<file path="src/rtl/fifo_serial_tx_pkg.sv">
// Shared types and constants for the FIFO-draining serial transmitter.
// The optional parity state is enabled in the top by FIFO_SERIAL_TX_PARITY_EN.
package fifo_serial_pkg;

    localparam int DEF_DATA_W       = 16;
    localparam int DEF_CLKS_PER_BIT = 4;

    localparam logic IDLE_LVL  = 1'b1;
    localparam logic START_LVL = 1'b0;
    localparam logic STOP_LVL  = 1'b1;

    typedef enum logic [2:0] {
        IDLE,
        REQ,
        LOAD,
        START,
        DATA,
        PARITY,
        STOP
    } txState_t;

endpackage

</file>
<file path="src/rtl/fifo_serial_tx_if.sv">
// Read-port bundle between the synchronous FIFO and its serial consumer.
// The consumer side is the master because it drives the read strobe.
interface fifo_serial_tx_if
    import fifo_serial_pkg::*;
#(
    parameter int DATA_W = DEF_DATA_W
);

    logic              fifo_read;
    logic              fifo_empty;
    logic [DATA_W-1:0] fifo_data;

    modport master (output fifo_read, input fifo_empty, input fifo_data);
    modport slave  (input fifo_read, output fifo_empty, output fifo_data);

endinterface

</file>
<file path="src/rtl/fifo_serial_tx_serial_bit_timer.sv">
// Free-running baud counter: counts 0..CLKS_PER_BIT-1, ticks on the terminal count.
// o_preTick flags the cycle just before a tick so callers can register end-of-bit pulses.
module serial_bit_timer
    import fifo_serial_pkg::*;
#(
    parameter int CLKS_PER_BIT = DEF_CLKS_PER_BIT
) (
    input  logic clock,
    input  logic reset,
    input  logic i_clear,
    output logic o_tick,
    output logic o_preTick
);

    localparam int            CNT_W = (CLKS_PER_BIT > 1) ? $clog2(CLKS_PER_BIT) : 1;
    localparam logic [CNT_W-1:0] LAST  = CNT_W'(CLKS_PER_BIT - 1);
    localparam logic [CNT_W-1:0] PRE   = CNT_W'(CLKS_PER_BIT - 2);

    logic [CNT_W-1:0] r_count;

    always_ff @(posedge clock) begin
        if (reset || i_clear) begin
            r_count <= '0;
        end else if (r_count == LAST) begin
            r_count <= '0;
        end else begin
            r_count <= r_count + 1'b1;
        end
    end

    assign o_tick    = (r_count == LAST);
    assign o_preTick = (r_count == PRE);

endmodule

</file>
<file path="src/rtl/fifo_serial_tx.sv">
// Pops words from the FIFO read port and sends them LSB-first as start/data/stop frames.
// Define FIFO_SERIAL_TX_PARITY_EN to insert an even-parity bit between data and stop.
module fifo_serial_tx
    import fifo_serial_pkg::*;
#(
    parameter int DATA_W       = DEF_DATA_W,
    parameter int CLKS_PER_BIT = DEF_CLKS_PER_BIT
) (
    input  logic              clock,
    input  logic              reset,
    input  logic              i_enable,
    fifo_serial_tx_if.master  fifoBus,
    output logic              o_tx_out,
    output logic              o_busy,
    output logic              o_word_done
);

    localparam int               IDX_W    = (DATA_W > 1) ? $clog2(DATA_W) : 1;
    localparam logic [IDX_W-1:0] LAST_IDX = IDX_W'(DATA_W - 1);

    txState_t          r_state;
    logic [DATA_W-1:0] r_shreg;
    logic [IDX_W-1:0]  r_bitIdx;
    logic              r_fifoRead;
    logic              r_txOut;
    logic              r_busy;
    logic              r_wordDone;
    logic              w_tick;
    logic              w_preTick;
    logic              w_clear;
`ifdef FIFO_SERIAL_TX_PARITY_EN
    logic              r_parity;
`endif

    // The baud counter restarts in LOAD so the start bit gets a full bit period.
    assign w_clear = (r_state == LOAD);

    serial_bit_timer #(.CLKS_PER_BIT(CLKS_PER_BIT)) u_bitTimer (
        .clock     (clock),
        .reset     (reset),
        .i_clear   (w_clear),
        .o_tick    (w_tick),
        .o_preTick (w_preTick)
    );

    // Outputs are updated on the same edge as the state so they line up with it.
    always_ff @(posedge clock) begin
        if (reset) begin
            r_state    <= IDLE;
            r_shreg    <= '0;
            r_bitIdx   <= '0;
            r_fifoRead <= 1'b0;
            r_txOut    <= IDLE_LVL;
            r_busy     <= 1'b0;
            r_wordDone <= 1'b0;
`ifdef FIFO_SERIAL_TX_PARITY_EN
            r_parity   <= 1'b0;
`endif
        end else begin
            r_fifoRead <= 1'b0;
            r_wordDone <= 1'b0;
            case (r_state)
                IDLE: begin
                    if (i_enable && !fifoBus.fifo_empty) begin
                        r_state    <= REQ;
                        r_fifoRead <= 1'b1;
                        r_busy     <= 1'b1;
                    end
                end
                REQ: begin
                    r_state <= LOAD;
                end
                LOAD: begin
                    r_shreg  <= fifoBus.fifo_data;
                    r_bitIdx <= '0;
`ifdef FIFO_SERIAL_TX_PARITY_EN
                    r_parity <= ^fifoBus.fifo_data;
`endif
                    r_txOut  <= START_LVL;
                    r_state  <= START;
                end
                START: begin
                    if (w_tick) begin
                        r_txOut <= r_shreg[0];
                        r_state <= DATA;
                    end
                end
                DATA: begin
                    if (w_tick) begin
                        r_shreg <= r_shreg >> 1;
                        if (r_bitIdx == LAST_IDX) begin
`ifdef FIFO_SERIAL_TX_PARITY_EN
                            r_txOut <= r_parity;
                            r_state <= PARITY;
`else
                            r_txOut <= STOP_LVL;
                            r_state <= STOP;
`endif
                        end else begin
                            r_bitIdx <= r_bitIdx + 1'b1;
                            r_txOut  <= r_shreg[1];
                        end
                    end
                end
`ifdef FIFO_SERIAL_TX_PARITY_EN
                PARITY: begin
                    if (w_tick) begin
                        r_txOut <= STOP_LVL;
                        r_state <= STOP;
                    end
                end
`endif
                STOP: begin
                    if (w_preTick) begin
                        r_wordDone <= 1'b1;
                    end
                    if (w_tick) begin
                        r_txOut <= IDLE_LVL;
                        r_busy  <= 1'b0;
                        r_state <= IDLE;
                    end
                end
                default: begin
                    r_txOut <= IDLE_LVL;
                    r_busy  <= 1'b0;
                    r_state <= IDLE;
                end
            endcase
        end
    end

    assign fifoBus.fifo_read = r_fifoRead;
    assign o_tx_out          = r_txOut;
    assign o_busy            = r_busy;
    assign o_word_done       = r_wordDone;

endmodule

</file>
<file path="src/flat_wrapper.sv">
// flat-port wrapper written by rule: the top's interface ports become plain ports
module fifo_serial_tx_flat import fifo_serial_pkg::*;
#(
    parameter int DATA_W       = DEF_DATA_W,
    parameter int CLKS_PER_BIT = DEF_CLKS_PER_BIT
)
  (clock, reset, i_enable, o_tx_out, o_busy, o_word_done, fifoBus_fifo_read, fifoBus_fifo_empty, fifoBus_fifo_data);
  fifo_serial_tx_if #(.DATA_W(DATA_W)) fifoBus_i ();
  input  logic clock;
  input  logic reset;
  input  logic i_enable;
  output logic o_tx_out;
  output logic o_busy;
  output logic o_word_done;
  output wire logic [$bits(fifoBus_i.fifo_read)-1:0] fifoBus_fifo_read;
  input wire logic [$bits(fifoBus_i.fifo_empty)-1:0] fifoBus_fifo_empty;
  input wire logic [$bits(fifoBus_i.fifo_data)-1:0] fifoBus_fifo_data;
  assign fifoBus_fifo_read = fifoBus_i.fifo_read;
  assign fifoBus_i.fifo_empty = fifoBus_fifo_empty;
  assign fifoBus_i.fifo_data = fifoBus_fifo_data;
  fifo_serial_tx #(.DATA_W(DATA_W), .CLKS_PER_BIT(CLKS_PER_BIT)) u_core (.clock(clock), .reset(reset), .i_enable(i_enable), .fifoBus(fifoBus_i), .o_tx_out(o_tx_out), .o_busy(o_busy), .o_word_done(o_word_done));
endmodule
</file>
<file path="config.mk">
export PLATFORM = sky130hd
export DESIGN_NAME = fifo_serial_tx_flat
export DESIGN_NICKNAME = d
export VERILOG_FILES = /design/src/rtl/fifo_serial_tx_pkg.sv /design/src/rtl/fifo_serial_tx_if.sv /design/src/rtl/fifo_serial_tx_serial_bit_timer.sv /design/src/rtl/fifo_serial_tx.sv /design/src/flat_wrapper.sv
export SDC_FILE = /design/constraint.sdc
export NUM_CORES = 1
export LEC_CHECK = 0
export CAP_MARGIN = 10
export CORE_ASPECT_RATIO = 1.75
export CORE_MARGIN = 5
export CORE_UTILIZATION = 55
export DETAILED_ROUTE_END_ITERATION = 12
export PLACE_DENSITY = 0.89
export REMOVE_ABC_BUFFERS = 1
export SYNTH_ARGS = -nofsm -noshare
export SYNTH_HDL_FRONTEND = slang
export SYNTH_SLANG_ARGS = --single-unit
</file>
<file path="constraint.sdc">
create_clock -name clock -period 3.08 [get_ports clock]
set_input_delay 0.616 -clock clock [delete_from_list [all_inputs] [get_ports clock]]
set_output_delay 0.616 -clock clock [all_outputs]
set_load 0.01 [all_outputs]
</file>
Word-level counts from Yosys, hierarchy flattened

Cells that the tools add are included.

Bits in registers: 29
Bits in latches: 0
RAM bits: 0
Bits in read-only memories: 0
Output and inout bits: 4
Memories kept: 0

$add $sub $neg: 2
$mul: 0
Divide/modulo/power cells: 0
$lt $le $gt $ge: 0
Eq/ne operators: 14
Shift-type cells: 0
Multiplexer cells: 21
Bitwise logic cells: 4
Reduce and logical (&&, ||, !) cells: 15

Operators by type and width:

| kind                | count |
|---|---|
| $pmux 16 s2         | 1 |
| $pmux 3 s6          | 1 |
| $mux 16             | 1 |
| $mux 3              | 5 |
| $mux 1              | 8 |
| $mux 4              | 2 |
| $ne 2x2->1 const B  | 4 |
| $pmux 4 s2          | 1 |
| $reduce_or 2->1     | 4 |
| $eq 3x2->1 const B  | 2 |
| $eq 3x3->1 const B  | 2 |
| $reduce_and 3->1    | 2 |
| $pmux 1 s5          | 1 |
| $reduce_and 5->1    | 1 |
| $add 4x1->4 const B | 1 |
| $eq 2x2->1 const B  | 2 |
| $eq 4x4->1 const B  | 1 |
| $ne 2x1->1 const B  | 2 |
| $not 1->1           | 4 |
| $reduce_and 4->1    | 1 |
| $reduce_or 4->1     | 1 |
| $eq 3x1->1 const B  | 1 |
| $logic_not 3->1     | 1 |
| $pmux 1 s3          | 1 |
| other kinds (6)     | 6 |

Depth between registers and ports, before layout

Gate-level depths: netlist of the first run.

Depth in word-level cells: 4
Mapped depth: 6
Gate-level depth less buffers: 5

Cells and area by module

From an unflattened synthesis of the first run, not the netlist that was laid out.

Cells, all modules: 157
Area, all modules: 1,400.1 um^2

Modules (own cells, without submodules):

| module           | instances | cells each | area each (um^2) |
|---|---|---|---|
| fifo_serial_tx   | 1         | 150        | 1,318.8 |
| serial_bit_timer | 1         | 7          | 81.3 |

Worst setup path before layout of the first run

No wires, ideal clock.

Path kind: input -> register
Start point: input reset
End point: register u_core.r_shreg[15]
Setup time: 0.146 ns
Arrival: 1.265 ns
Data required time: 2.934 ns
Path slack: 1.669 ns
Stages on the path: 3
Cells stage by stage: clkbuf_2 > buf_1 > a211oi_1

RTL lines:

| what                 | line                 | RTL |
|---|---|---|
| from (decl)          | flat_wrapper.sv:10   | `input logic reset;` |
| to (signal assigned) | fifo_serial_tx.sv:74 | `r_shreg <= fifoBus.fifo_data;` |
| to (signal assigned) | fifo_serial_tx.sv:90 | `r_shreg <= r_shreg >> 1;` |
| to (decl)            | fifo_serial_tx.sv:22 | `logic [DATA_W-1:0] r_shreg;` |

No word-level cell between the ends.

Worst setup path after layout of the first run

Start point: register u_core.u_bitTimer.r_count[0]
End point: register u_core.r_shreg[12]

Longest elaborated chain between the ends: 3

Ends and longest elaborated chain:

| what                       | line                                  | RTL |
|---|---|---|
| from (decl)                | fifo_serial_tx_serial_bit_timer.sv:19 | `logic [CNT_W-1:0] r_count;` |
| from (signal assigned)     | fifo_serial_tx_serial_bit_timer.sv:27 | `r_count <= r_count + 1'b1;` |
| $eq 2x2->1                 | fifo_serial_tx_serial_bit_timer.sv:31 | `assign o_tick = (r_count == LAST);` |
| $ne 2x2->1 (no line)       | n/a                                   |  |
| $reduce_and 2->1 (no line) | n/a                                   |  |

No other way between the ends.
A chain may end at the register's enable or synchronous reset.

==> flow_metrics.env, run 1 <==
export IMPL_track_usage=0.171
export IMPL_cts_tree="built"
export IMPL_grt_max_degree=32
export IMPL_cts_resized_gates=0
export IMPL_p_comb_frac=0.221
export IMPL_core_mm2=0.00252
export IMPL_r2r_start="u_core.u_bitTimer.r_count[0]"
export IMPL_seq_area_frac_synth=0.400
export IMPL_gp_congestion=0.775
export IMPL_synth_warnings=0
export IMPL_cts_path_max_buffers=2
export IMPL_status="finished clean"
export IMPL_dieHeight_um=78.0
export IMPL_rsz0062_at_grt="false"
export IMPL_seq_area_um2=581
export IMPL_syn_avg_cell_area_um2=9.81
export IMPL_tightest_slew_ns=0.498
export IMPL_post_cts_repair_setup_buffers=0
export IMPL_dieWidth_um=48.8
export IMPL_hold_buffers=0
export IMPL_start_util=0.575
export IMPL_ys_ff_latch=29
export IMPL_clkPwrFrac=0.300
export IMPL_drive_above_1_share=0.147
export IMPL_crit_type="reg2reg"
export IMPL_slew_violations=0
export IMPL_maxCapViolCount=0
export IMPL_synth_flop_cell="dfxtp_1"
export IMPL_whs_path_depth=1
export IMPL_drtAntennaViolNets=0
export IMPL_finalSetupViolCount=0
export IMPL_async_reset_ff_frac=0
export IMPL_tns_ns=0
export IMPL_rows=24
export IMPL_arrival_ns=2.16
export IMPL_critPathCaptureType="flip-flop"
export IMPL_drc=0
export IMPL_crit_path_start_kind="flip-flop"
export IMPL_cp_required_ns=3.27
export IMPL_overflow=0
export IMPL_synth_top_area_frac=0.400
export IMPL_crit_chain="ha_1 > nand3b_1 > a21oi_2 > buf_4 > nor2_1 > a211oi_2"
export IMPL_cp_num_buf_inv=1
export IMPL_irDropWorstVdd_uv=364
export IMPL_skew_ns=0.00249
export IMPL_cts_root_buf="clkbuf_8"
export IMPL_dr_total_vias=1161
export IMPL_antenna_cells=0
export IMPL_viasPerCell=5.92
export IMPL_numCtsBuffers=5
export IMPL_startpoint="u_core.u_bitTimer.r_count[0]"
export IMPL_synthTopCellsByArea="dfxtp_1 40%, a211oi_2 13%, mux2i_1 11%"
export IMPL_min_from="u_core.u_bitTimer.r_count[0]"
export IMPL_dr_pass1_iters=4
export IMPL_power_share_switching=0.293
export IMPL_switchingPower_uw=288
export IMPL_n_fill_cell=190
export IMPL_dieArea_mm2=0.00381
export IMPL_powerDensity_mw_per_mm2=564
export IMPL_slew_headroom=0.667
export IMPL_port_buffer_count=23
export IMPL_antenna_found_initial=0
export IMPL_routed_wl_um=2980
export IMPL_cp_depth=6
export IMPL_crit_fanout=31
export IMPL_yosysTopAreaCell="dfxtp_1"
export IMPL_fmax_ghz=0.510
export IMPL_critPathTopFamily="adder cells"
export IMPL_leakagePower_nw=0.597
export IMPL_finalNetCount=192
export IMPL_whs_ns=0.472
export IMPL_grt_pass1_wl_um=5110
export IMPL_min_period_ns=1.96
export IMPL_dpl_cell_count=188
export IMPL_grt_pass1_vias=1159
export IMPL_area_delta_synth_final_pct=20.0
export IMPL_syn_area_mm2=0.00145
export IMPL_clock_latency_ns=0.28
export IMPL_intPower_uw=694
export IMPL_drt_iter0_drc=16
export IMPL_finalNonFillerCells=196
export IMPL_hold_path_class="reg2reg"
export IMPL_slowest_delay_ns=0.45
export IMPL_min_period_over_period=0.637
export IMPL_hpwlAfterDp_um=2070
export IMPL_multi_input_area_um2=785
export IMPL_wl_per_cell_um=15.2
export IMPL_cts_clk_slew_worst_paths_ns=0.06
export IMPL_ios=24
export IMPL_hold_viol_final=0
export IMPL_r2r_cells=6
export IMPL_cts_sinks=29
export IMPL_synth_enable_flop_cells=0
export IMPL_total_power_uw=982
export IMPL_pwr_share_seq=0.479
export IMPL_synth_cell_types=38
export IMPL_netlist_instances=148
export IMPL_slowest_stage="ha_1"
export IMPL_h_tree_depth=2
## sequential cells by signal (all words and copies together), names as in the netlist
name                       flops
u_core.r_bitIdx                4
u_core.r_state                 3
u_core.o_tx_out                1
u_core.r_shreg                16
u_core.fifoBus.fifo_read       1
u_core.o_word_done             1
u_core.u_bitTimer.r_count      2
u_core.o_busy                  1
## layout make-up
| class | count | area share |
|---|---|---|
| multi-input cells | 104 | 0.450 |
| well taps | 26 | 0.0187 |
| flip-flops and latches | 29 | 0.333 |
| inverters | 3 | 0.00647 |
| repair buffers | 26 | 0.145 |
| clock buffers | 8 | 0.0460 |
## synthesized netlist by cell type (2+ instances only)
library cell and n:
inv_1 3, buf_6 2, nand4_1 3, buf_1 2
mux2i_1 16, nand2b_1 2, nand3b_1 2, nand3_1 3
a31oi_1 2, dfxtp_1 29, clkbuf_1 2, a21oi_1 3
nor3_1 3, a211oi_2 15, buf_2 2, xor2_1 2
ha_1 3, buf_4 3, a32oi_1 2, nor2_1 22
nor3b_1 2, a211oi_1 2, nor2b_1 3, o21ai_0 4
nand2_1 3
## power by group through the flow
| stage | logic (mW) | registers [mW] | clock network, mW |
|---|---|---|---|
| after global routing | 0.243 | 0.477 | 0.319 |
| after global placement | 0.207 | 0.474 | 0 |
| after CTS | 0.220 | 0.471 | 0.305 |
| after detailed placement | 0.217 | 0.478 | 0 |
| final | 0.217 | 0.471 | 0.294 |
| after floorplan | 0.147 | 0.469 | 0 |
## kinds of logic (layout without fill, tap and decap cells)
group,after synthesis,count (layout),share of synthesized area
AOI/OAI and AO/OA,35,35,0.222
xor gates and xnor gates,3,3,0.0181
adders and majority gates,3,3,0.0259
buffers and inverters,15,37,0.0595
DFF,29,29,0.400
muxes,16,16,0.110
and+or+nand+nor,47,47,0.164
## cell usage in the layout, fill, tap and decap left out, types with 4 or more instances in the layout
| cell type | count |
|---|---|
| a211oi_2 | 15 |
| clkbuf_8 | 5 |
| clkdlybuf4s50_1 | 23 |
| dfxtp_1 | 29 |
| mux2i_1 | 16 |
| nor2_1 | 22 |
| o21ai_0 | 4 |
## per-stage QoR
step                area (um2)  utilization  worst slack, ns
finish                    1740        0.690             1.12
global route              1740        0.690            0.941
CTS                       1740        0.690             1.11
detailed placement        1660        0.659             1.01
global placement          1660        0.659             1.06
floorplan                 1380            -            0.888
## path summary, 6_finish.rpt
path,end,slack (ns)
hold / removal,u_core.u_bitTimer.r_count[0],0.47
setup reg to reg,u_core.r_shreg[12],1.12
hold reg to reg,u_core.u_bitTimer.r_count[0],0.47
setup / recovery,u_core.r_shreg[12],1.12
## routing by layer
metal / GRT usage / wire [um]
met1: 0.167 / 1170
met2: 0.305 / 1570
met3: 0.0441 / 123
met4: 0.113 / 111
met5: 0 / 0
## worst reg2reg max path: cells and delay by family, from the launching register on
family	cells	cell delay [ns]
flops	1	0.36
fa+ha+maj	1	0.45
compound gates	2	0.39
buf+inv	1	0.36
simple gates	2	0.32
Power figures use the tool's default switching activity.
==> run 2, diff against run 1 <==
- CORE_UTILIZATION: 55 -> 52
- PLACE_DENSITY: 0.89 -> 0.85
- clock period: 3.08 -> 1.9 ns (I/O delays scaled with it)
==> run 2 against run 1 <==
Against the previous run:
- cell count up 1.5%
- largest cell class unchanged
- clock skew is essentially flat
- utilization fell by 2.7 points
- design area is 2.5% higher
==> flow_metrics.env, run 2 (synthesis results as in run 1) <==
export IMPL_cts_root_buf="clkbuf_8"
export IMPL_min_period_ns=1.57
export IMPL_rows=25
export IMPL_finalNetCount=194
export IMPL_tightest_slew_ns=0.505
export IMPL_largest_register_ffs=16
export IMPL_total_power_mw=1.61
export IMPL_clock_latency_ns=0.27
export IMPL_drive_above_1_share=0.169
export IMPL_r2r_start="u_core.r_state[1]"
export IMPL_startpoint="u_core.o_busy"
export IMPL_viasPerCell=5.94
export IMPL_routed_wl_um=3020
export IMPL_powerDensity_mw_per_mm2=902
export IMPL_arrival_ns=1.19
export IMPL_cts_sinks=29
export IMPL_dr_pass1_iters=4
export IMPL_port_buffer_count=23
export IMPL_maxCapViolCount=0
export IMPL_cp_num_buf_inv=1
export IMPL_cts_clk_slew_worst_paths_ns=0.06
export IMPL_crit_chain="clkdlybuf4s50_1"
export IMPL_pre_cts_ws_ns=0.334
export IMPL_antenna_found_initial=0
export IMPL_hold_viol_final=0
export IMPL_start_util=0.540
export IMPL_dieArea_mm2=0.00399
export IMPL_crit_fanout=3
export IMPL_critPathTopFamily="buffers and inverters"
export IMPL_n_fill_cell=209
export IMPL_slew_headroom=0.663
export IMPL_numCtsBuffers=5
export IMPL_wl_per_cell_um=15.2
export IMPL_slowest_delay_ns=0.55
export IMPL_reg_top3="u_core.r_shreg (16), u_core.r_bitIdx (4), u_core.r_state (3)"
export IMPL_rsz0062_at_grt="false"
export IMPL_fmax_ghz=0.638
export IMPL_crit_path_end="o_busy"
export IMPL_slew_violations=0
export IMPL_h_tree_depth=2
export IMPL_drt_iter0_drc=22
export IMPL_grt_max_degree=32
export IMPL_dpl_cell_count=191
export IMPL_cts_resized_gates=0
export IMPL_irDropWorstVdd_uv=541
export IMPL_cp_depth=1
export IMPL_largest_register="u_core.r_shreg"
export IMPL_finalNonFillerCells=199
export IMPL_regToRegEndpoint="u_core.r_shreg[2]"
export IMPL_critPathCaptureType="primary output"
export IMPL_dieWidth_um=49.9
export IMPL_hold_buffers=0
export IMPL_hold_path_class="reg2reg"
export IMPL_drtAntennaViolNets=0
export IMPL_rrSetupSlack_ns=0.35
export IMPL_cts_tree="built"
export IMPL_overflow=0
export IMPL_cts_path_max_buffers=2
export IMPL_hpwlAfterDp_um=2190
export IMPL_post_route_util=0.664
export IMPL_ios=24
export IMPL_skew_ns=0.00217
export IMPL_whs_ns=0.467
export IMPL_antenna_cells=0
export IMPL_cp_required_ns=1.52
export IMPL_min_from="u_core.u_bitTimer.r_count[0]"
export IMPL_status="finished clean"
export IMPL_crit_path_start_kind="flip-flop"
export IMPL_grt_pass1_wl_um=5290
export IMPL_core_mm2=0.00269
export IMPL_track_usage=0.171
export IMPL_dr_total_vias=1182
export IMPL_finalSetupViolCount=0
export IMPL_mostFrequentLayoutCells="29 x dfxtp_1, 23 x clkdlybuf4s50_1, 22 x nor2_1, 16 x mux2i_1, 15 x a211oi_2"
export IMPL_fin_ws_ns=0.333
export IMPL_final_common_cell="dfxtp_1"
export IMPL_drc=0
export IMPL_min_period_over_period=0.825
export IMPL_crit_type="reg2out"
export IMPL_grt_pass1_vias=1205
export IMPL_post_cts_repair_setup_buffers=0
export IMPL_leakagePower_nw=0.622
export IMPL_r2r_cells=5
export IMPL_gp_congestion=0.800
export IMPL_area_delta_synth_final_pct=23.0
export IMPL_dieHeight_um=79.9
export IMPL_slowest_stage="clkdlybuf4s50_1"
-- run 2: cell types whose count changed in the layout (fill, tap and decap cells not counted) --
cell / change
clkinv_2: +2
buf_12: +2
clkbuf_1: -2
-- run 2: area by class of cell --
| class | count | area, um2 | share of cell area |
|---|---|---|---|
| multi-input cells | 104 | 785 | 0.439 |
| flip-flops and latches | 29 | 581 | 0.325 |
| repair buffers | 28 | 293 | 0.164 |
| clock buffers | 6 | 72.6 | 0.0406 |
| well taps | 27 | 33.8 | 0.0189 |
| inverters | 3 | 11.3 | 0.00631 |
| clock inverters | 2 | 10.0 | 0.00561 |
-- run 2: worst min-delay path by stage --
stage                                    to  slack (ns)  cells after the start
3_3_place_gp   u_core.u_bitTimer.r_count[0]        0.45                      1
6_report       u_core.u_bitTimer.r_count[0]        0.47                      1
2_1_floorplan  u_core.u_bitTimer.r_count[0]        0.43                      1
3_5_place_dp   u_core.u_bitTimer.r_count[0]        0.46                      1
5_1_grt        u_core.u_bitTimer.r_count[0]        0.48                      1
4_1_cts        u_core.u_bitTimer.r_count[0]        0.46                      1
-- run 2: stage by stage --
step	TNS, ns	instance area (um2)
4_1_cts	0	1790
3_3_place_gp	0	1700
3_5_place_dp	0	1700
5_1_grt	0	1790
6_report	0	1790
2_1_floorplan	-5.22	1380
-- run 2: power breakdown --
part | total [mW] | switching, mW | internal (mW)
clock | 0.476 | 0.223 | 0.253
sequential | 0.762 | 0.0713 | 0.691
combinational | 0.372 | 0.182 | 0.190
total | 1.61 | 0.476 | 1.13
-- run 2: layer usage --
metal / global-route usage / up-vias / part of all wire
li1: - / 583 / -
met1: 0.161 / 559 / 0.39
met2: 0.311 / 38 / 0.55
met3: 0.0561 / 2 / 0.053
met4: 0.0945 / 0 / 0.0076
met5: 0 / - / 0
==> run 3, diff against run 2 <==
- CORE_UTILIZATION: 52 -> 47
- PLACE_DENSITY: 0.85 -> 0.82
- clock period: 1.9 -> 1.3 ns (I/O delays scaled with it)
==> run 3 against run 2 <==
Against the previous run:
- the flow now finishes with violations (negative setup slack)
- first-iteration DRC count grew 23%
- critical path type is now reg2reg
- combinational power grew 86%
- worst hold slack gained 0.041 ns
- critical endpoint is now u_core.o_tx_out
- sequential power grew 44%
- cell count grew 15%
- design area grew 13%
- critical path depth grew 5
- via count grew 6.9%
- sequential share of layout area shrank 3.3 points
- die area grew 8.9%
- register-to-register slack lost 0.50 ns
==> flow_metrics.env, run 3 (synthesis results as in run 1) <==
export IMPL_drt_iter0_drc=27
export IMPL_fmax_ghz=0.690
export IMPL_cts_tree="built"
export IMPL_rows=26
export IMPL_gp_congestion=0.852
export IMPL_port_buffer_count=23
export IMPL_largest_register="u_core.r_shreg"
export IMPL_finalNetCount=209
export IMPL_finalSetupViolCount=19
export IMPL_hold_path_class="reg2reg"
export IMPL_ios=24
export IMPL_hold_viol_final=0
export IMPL_mostFrequentLayoutCells="25 x dfxtp_1, 19 x nor2_1, 19 x clkdlybuf4s50_1, 16 x mux2i_1"
export IMPL_viasPerCell=5.54
export IMPL_leakagePower_nw=0.729
export IMPL_slowest_delay_ns=0.36
export IMPL_antenna_found_initial=0
export IMPL_total_power_mw=2.68
export IMPL_tightest_slew_ns=0.298
export IMPL_core_mm2=0.00296
export IMPL_post_route_util=0.680
export IMPL_slew_violations=0
export IMPL_whs_ns=0.508
export IMPL_cts_path_max_buffers=2
export IMPL_placement_cell_area_mm2=0.00182
export IMPL_crit_chain="ha_4 > nand3b_1 > a21oi_4 > clkbuf_16 > a21o_1 > a32oi_1"
export IMPL_min_period_over_period=1.11
export IMPL_track_usage=0.174
export IMPL_fin_ws_ns=-0.149
export IMPL_powerDensity_mw_per_mm2=1330
export IMPL_hold_buffers=0
export IMPL_antenna_cells=0
export IMPL_grt_max_degree=21
export IMPL_overflow=0
export IMPL_cts_root_buf="clkbuf_8"
export IMPL_cp_required_ns=1.46
export IMPL_critPathCaptureType="flip-flop"
export IMPL_failed_checks="negative setup slack"
export IMPL_crit_fanout=8
export IMPL_slew_headroom=0.801
export IMPL_dieWidth_um=52.0
export IMPL_drtAntennaViolNets=0
export IMPL_dr_total_vias=1263
export IMPL_skew_ns=0.00683
export IMPL_start_util=0.490
export IMPL_final_common_cell="dfxtp_1"
export IMPL_cts_clk_slew_worst_paths_ns=0.06
export IMPL_routed_wl_um=3500
export IMPL_crit_type="reg2reg"
export IMPL_maxCapViolCount=0
export IMPL_area_delta_synth_final_pct=38.6
export IMPL_h_tree_depth=2
export IMPL_dieHeight_um=83.5
export IMPL_crit_path_start_kind="flip-flop"
export IMPL_status="finished with violations"
export IMPL_largest_register_ffs=16
export IMPL_tns_ns=-2.01
export IMPL_rsz0062_at_grt="true"
export IMPL_dieArea_mm2=0.00434
export IMPL_drc=0
export IMPL_clock_latency_ns=0.28
export IMPL_final_area_mm2=0.00201
export IMPL_grt_pass1_vias=1311
export IMPL_drive_above_1_share=0.285
export IMPL_arrival_ns=1.61
export IMPL_irDropWorstVdd_uv=1050
export IMPL_grt_pass1_wl_um=5730
export IMPL_dr_pass1_iters=4
export IMPL_slowest_stage="dfxtp_4"
export IMPL_min_period_ns=1.45
export IMPL_wl_per_cell_um=15.3
export IMPL_hpwlAfterDp_um=2420
export IMPL_reg_top3="u_core.r_shreg (16), u_core.r_bitIdx (4), u_core.r_state (3)"
export IMPL_numCtsBuffers=5
export IMPL_cts_sinks=29
[run 3: layout make-up]
cell class	instances	area, um2
fillers	238	948
multi-input cells	104	831
flip-flops and latches	29	588
repair buffers	43	425
clock buffers	5	68.8
well taps	42	52.6
clock inverters	2	35.0
inverters	3	11.3
[run 3: worst max-delay path: cells and delay by family (launching register included)]
kind	cells	cell delay, ns
AO/OA/AOI/OAI	3	0.46
adder cells (fa/ha/maj)	1	0.13
buffers and inverters	1	0.20
flip-flops	1	0.36
AND/OR/NAND/NOR	1	0.17
[run 3: through the flow]
stage	worst slack, ns	std cells
after floorplan	-0.892	136
after global placement	-0.0741	218
after detailed placement	-0.172	218
after CTS	-0.0766	227
after global routing	-0.226	228
final	-0.149	228
[run 3: final timing paths]
kind | from | end | slack, ns | depth (start not counted)
max | u_core.u_bitTimer.r_count[0] | u_core.o_tx_out | -0.15 | 6
max reg2reg | u_core.u_bitTimer.r_count[0] | u_core.o_tx_out | -0.15 | 6
min | u_core.r_shreg[15] | u_core.r_shreg[15] | 0.51 | 2
min reg2reg | u_core.r_shreg[15] | u_core.r_shreg[15] | 0.51 | 2
[run 3: layer usage]
layer	up-vias	wire length [um]	GRT usage
met5	-	0	0
met4	0	56	0.0740
met3	6	133	0.0555
met2	23	2070	0.324
met1	624	1240	0.162
li1	610	-	-
[run 3: power by group]
| part | internal (mW) | switching [mW] | leakage, nW |
|---|---|---|---|
| combinational | 0.346 | 0.347 | 0.435 |
| sequential | 1.01 | 0.0861 | 0.240 |
| clock | 0.556 | 0.331 | 0.0540 |
| total | 1.92 | 0.765 | 0.729 |
[run 3: repair_timing]
action	CTS	global route
resized for setup	12	9
endpoints found under the setup margin	24	23
gates cloned	1	1
pin swaps	2	16
buffers inserted	1	1
